### config.mk
export PLATFORM = sky130hd
export DESIGN_NAME = sha_double_hash_ctrl
export DESIGN_NICKNAME = d
export VERILOG_FILES = /design/src/rtl/sha_double_hash_ctrl.sv
export SDC_FILE = /design/constraint.sdc
export NUM_CORES = 2
export LEC_CHECK = 0
export ABC_AREA = 1
export CORE_AREA = 2 2 747 749
export CTS_BUF_LIST = sky130_fd_sc_hd__clkbuf_4
export DETAILED_ROUTE_END_ITERATION = 7
export DIE_AREA = 0 0 749 751
export GPL_ROUTABILITY_DRIVEN = 0
export GPL_TIMING_DRIVEN = 0
export HOLD_SLACK_MARGIN = 0.1
export PLACE_DENSITY_LB_ADDON = 0.2
export SLEW_MARGIN = 20
export SYNTH_ARGS = -nofsm -noshare
export SYNTH_HDL_FRONTEND = slang
export SYNTH_SLANG_ARGS = --single-unit
### constraint.sdc
create_clock -name clk -period 69.9 [get_ports clk]
set_clock_uncertainty 0.1 [all_clocks]
set_input_delay 20.97 -clock clk [delete_from_list [all_inputs] [get_ports clk]]
set_output_delay 20.97 -clock clk [all_outputs]
set_load 0.02 [all_outputs]
### src/rtl/sha_double_hash_ctrl.sv
// Sequences an external SHA-256 compression core through the three blocks of a double hash
// of an 80-byte header (B1, B2, final digest); only word reordering and padding are done here.
module sha_double_hash_ctrl #(
  parameter logic [255:0] SHA_IV = {32'h5be0cd19, 32'h1f83d9ab, 32'h9b05688c, 32'h510e527f,
                                    32'ha54ff53a, 32'h3c6ef372, 32'hbb67ae85, 32'h6a09e667}
) (
  input  logic         clk,
  input  logic         reset,
  input  logic         start,
  input  logic [639:0] header,
  output logic         busy,
  output logic         done,
  output logic [255:0] digest,
  output logic         core_first_state,
  output logic [511:0] core_message_block,
  output logic [255:0] core_initial_state,
  input  logic         core_status,
  input  logic [255:0] core_hash,
  input  logic         core_valid_block
);

  typedef enum logic [2:0] {
    IDLE, B1_ISSUE, B1_WAIT, B2_ISSUE, B2_WAIT, D_ISSUE, D_WAIT, DONE
  } state_t;

  state_t         state_q, state_d;
  logic [127:0]   hdr_tail_q, hdr_tail_d;
  logic [511:0]   msg_q, msg_d;
  logic [255:0]   iv_q, iv_d;
  logic [255:0]   digest_q, digest_d;
  logic [255:0]   hash_rev;

  // Core reports H0 in the top word but takes its chaining state with H0 in the bottom word.
  always_comb begin
    hash_rev = '0;
    for (int i = 0; i < 8; i++) begin
      hash_rev[32*i +: 32] = core_hash[32*(7-i) +: 32];
    end
  end

  always_comb begin
    state_d          = state_q;
    hdr_tail_d       = hdr_tail_q;
    msg_d            = msg_q;
    iv_d             = iv_q;
    digest_d         = digest_q;
    core_first_state = 1'b0;
    case (state_q)
      IDLE: begin
        if (start) begin
          state_d    = B1_ISSUE;
          // The first 64 header bytes go straight into the message register; only the tail is kept.
          hdr_tail_d = header[127:0];
          msg_d      = header[639:128];
          iv_d       = SHA_IV;
        end
      end
      B1_ISSUE: begin
        if (core_status) begin
          core_first_state = 1'b1;
          state_d          = B1_WAIT;
        end
      end
      B1_WAIT: begin
        if (core_valid_block) begin
          state_d = B2_ISSUE;
          msg_d   = {hdr_tail_q, 32'h80000000, 288'b0, 64'd640};
          iv_d    = hash_rev;
        end
      end
      B2_ISSUE: begin
        if (core_status) begin
          core_first_state = 1'b1;
          state_d          = B2_WAIT;
        end
      end
      B2_WAIT: begin
        if (core_valid_block) begin
          state_d = D_ISSUE;
          msg_d   = {core_hash, 32'h80000000, 160'b0, 64'd256};
          iv_d    = SHA_IV;
        end
      end
      D_ISSUE: begin
        if (core_status) begin
          core_first_state = 1'b1;
          state_d          = D_WAIT;
        end
      end
      D_WAIT: begin
        if (core_valid_block) begin
          // Loaded on the edge into DONE so the new digest is already visible while done is high.
          state_d  = DONE;
          digest_d = core_hash;
        end
      end
      DONE: begin
        state_d = IDLE;
      end
      default: begin
        state_d = IDLE;
      end
    endcase
  end

  always_ff @(posedge clk or posedge reset) begin
    if (reset) begin
      state_q    <= IDLE;
      hdr_tail_q <= '0;
      msg_q      <= '0;
      iv_q       <= '0;
      digest_q   <= '0;
    end else begin
      state_q    <= state_d;
      hdr_tail_q <= hdr_tail_d;
      msg_q      <= msg_d;
      iv_q       <= iv_d;
      digest_q   <= digest_d;
    end
  end

  assign busy               = (state_q != IDLE);
  assign done               = (state_q == DONE);
  assign digest             = digest_q;
  assign core_message_block = msg_q;
  assign core_initial_state = iv_q;

endmodule

==> run_results.csv <==
group,metric,value,unit
cts,cts_tree,"built",
critical_path,cp-end-kind,"primary output",
final_layout,synthToLayoutAreaGrowth,71.8,%
sta,hold_viol,0,
power,internal_power,2.11,mW
final_layout,n_fill_cell,63700,
critical_path,path_cells,"clkdlybuf4s50_1, inv_1, nor2_1, clkdlybuf4s50_1",
synth,synth-edff-count,0,
power,p_switching,2.20,mW
floorplan,fp.dieArea,562000,µm²
synth,ys_warn_count,0,
outcome,outcome,"finished clean",
route,wirelength,486,mm
critical_path,reg2reg_slack,66.23,ns
sta,period_minus_slack,43.78,ns
route,detail_route.wl_per_cell,31.0,µm
sta,tightestPinTransition,1.10,ns
power,power_frac_seq,27.1,%
critical_path,critPathMostFrequentCell,"clkdlybuf4s50_1",
cts,postCtsHoldBufs,0,
route,drc,0,
sta,clock.fmax,0.0228,GHz
cts,clkLatencyLatePin,1.56,ns
critical_path,startpoint,"core_status",
worst_hold_path,hold_class,"reg2reg",
sta,relSlewSlack,26.6,%
cts,clockBufferDepth,4,
synth,ys_top_cells_by_count,"2309 x nand2_1, 1155 x dfrtp_1, 647 x o21ai_0",
floorplan,row_count,274,
critical_path,slowest_stage,"clkdlybuf4s50_1",
route,vias,51700,
synth,syn_area_per_cell,8.41,µm²
final_layout,drive_above_1_share,10.4,%
sta,drv_slew,0,
cts,ctsResizeCount,0,
sta,period_share,62.6,%
power,p_leak,36.8,nW
critical_path,timing.rr.start,"state_q[0]",
critical_path,critPathRequiredTime,48.83,ns
critical_path,reg2reg_depth,9,
power,p_comb_share,55.4,%
synth,synth.most_common_cell,"nand2_1",
run,maxCapViolations,0,
critical_path,crit_end,"core_first_state",
route,firstDrtPassIters,5,
floorplan,die_x,749,µm
critical_path,crit_fanout,2,
floorplan,num_io_pins,1928,
synth,synthTopCellsByArea,"dfrtp_1 61%, nand2_1 18%, o21ai_0 6.8%",
power,clock_power_share,17.6,%
synth,synth_area_leader_cell,"dfrtp_1",
grt,grt_pass1_vias,52400,
synth,seq_area_frac_synth,60.7,%
floorplan,die_h,751,µm
grt,grt_pass1_wl,605,mm
route,via_per_inst,3.30,
cts,clk_pin_slew,0.05,ns
grt,grt_max_degree,90,
power,power.density,52.7,nW/µm²
cts,cts_inserted_buffers,388,
sta,worst_slack,26.12,ns
synth,synth_nets,6565,
final_layout,num-nets-final,8914,
critical_path,r2r-end,"core_message_block[252]",
placed_design,dp_hpwl,414,mm
placed_design,pre_cts_ws,26.04,ns
route,antenna_left,0,
cts,cts_htree_levels,5,
sta,setup_violations,0,
cts,numClockSinks,1155,
synth,async_flop_share,100,%
synth,synth_top_cell_area_share,60.7,%
synth,synth.distinct_cells,21,
grt,track_usage,16.6,%
synth,netlist_area,47600,µm²
route,first_iter_violations,3402,
synth,synth_seq_cells,1155,
placed_design,placement.io_buffers,1927,
synth,netlist_instances,5664,
critical_path,startpoint_type,"input port",
cts,clockRootBuffer,"clkbuf_4",
grt,antenna_found_initial,319,
floorplan,initial_core_util,8.59,%
critical_path,cp_data_arrival_time,22.71,ns
sta,rsz0062_at_grt,"false",
critical_path,crit_type,"in2out",
power,switching_share,51.0,%
floorplan,coreArea,555000,µm²
power,ir_worst_vdd,31.8,µV
cts,post_cts_buffers,0,
critical_path,critPathMaxStageDelay,1.08,ns
sta,worst_hold_slack,0.376,ns
grt,overflow,0,
synth,synth_ff_type,"dfrtp_1",
routing by layer:
metal / track usage, % / wire, µm / up-vias
li1: - / - / 22700
met1: 19.3 / 192000 / 25300
met2: 27.8 / 228000 / 2577
met3: 6.88 / 47800 / 911
met4: 5.25 / 17900 / 178
met5: 0 / 1170 / -
sequential cells by signal, summed over array words and instances (netlist names):
signal	flops
hdr_tail_q	128
core_message_block	512
core_initial_state	256
state_q	3
digest	256
power groups by stage:
stage / registers [mW] / logic (mW) / clock network [mW]
floorplan: 1.44 / 0.675 / 0
global placement: 1.18 / 2.46 / 0
detailed placement: 1.17 / 2.46 / 0
CTS: 1.17 / 2.47 / 0.801
global route: 1.20 / 2.57 / 0.828
finish: 1.17 / 2.39 / 0.758
cell usage in the layout (no fill, tap or decap), drive strengths merged:
cell type	Yosys	layout
nand2	2310	2310
clkdlybuf4s50	0	1920
dfrtp	1155	1155
o21ai	887	887
clkbuf	157	714
inv	533	547
buf	195	234
nor2	146	146
a21oi	142	142
nand3	135	135
diode	0	99
clkinv	0	58
bufinv	0	4
nand4	3	3
nor3	1	1
clkinvlp	0	1
kinds of logic after synthesis:
family                 after synthesis  share of synthesized area (%)
flip-flops                        1155                           60.7
AO/OA/AOI/OAI                     1029                           10.8
buffers and inverters              885                           7.65
AND/OR/NAND/NOR                   2595                           20.9
metrics by stage:
step            TNS, ns  util (%)  instance area (µm²)  std cells  total power, mW
2_1_floorplan         0         -                47600       5664             2.12
3_3_place_gp   -8256.23      13.7                76100      14900             3.64
3_5_place_dp          0      13.9                76900      14900             3.64
4_1_cts               0      14.7                81600      15600             4.44
5_1_grt               0      14.7                81700      15600             4.60
6_report              0      14.8                81900      15700             4.32
worst min path at each step:
stage                                 start                       to  slack [ns]  depth (start not counted)
global placement    core_message_block[265]  core_message_block[265]        0.36                          2
detailed placement  core_message_block[256]  core_message_block[256]        0.36                          2
floorplan                     hdr_tail_q[0]            hdr_tail_q[0]        0.35                          2
CTS                          hdr_tail_q[84]  core_message_block[468]        0.38                          4
finish              core_message_block[381]  core_message_block[381]        0.38                          2
global route        core_message_block[256]  core_message_block[256]        0.39                          2
critical path, delay by kind of cell:
family,cells,cell delay [ns]
AND/OR/NAND/NOR,1,0.09
buffers and inverters,3,1.60
cell type report:
class                   instances  area (µm²)  area share, %
diodes                         99         248          0.303
plain buffers                 352        1700           2.07
clock buffers                 557        4180           5.11
clock inverters                77         492          0.601
inverters                     533        2010           2.45
multi-input cells            3624       15100           18.4
flip-flops and latches       1155       28900           35.3
well taps                    7314        9150           11.2
repair buffers               1959       20100           24.5
(Power assumes the default switching activity.)
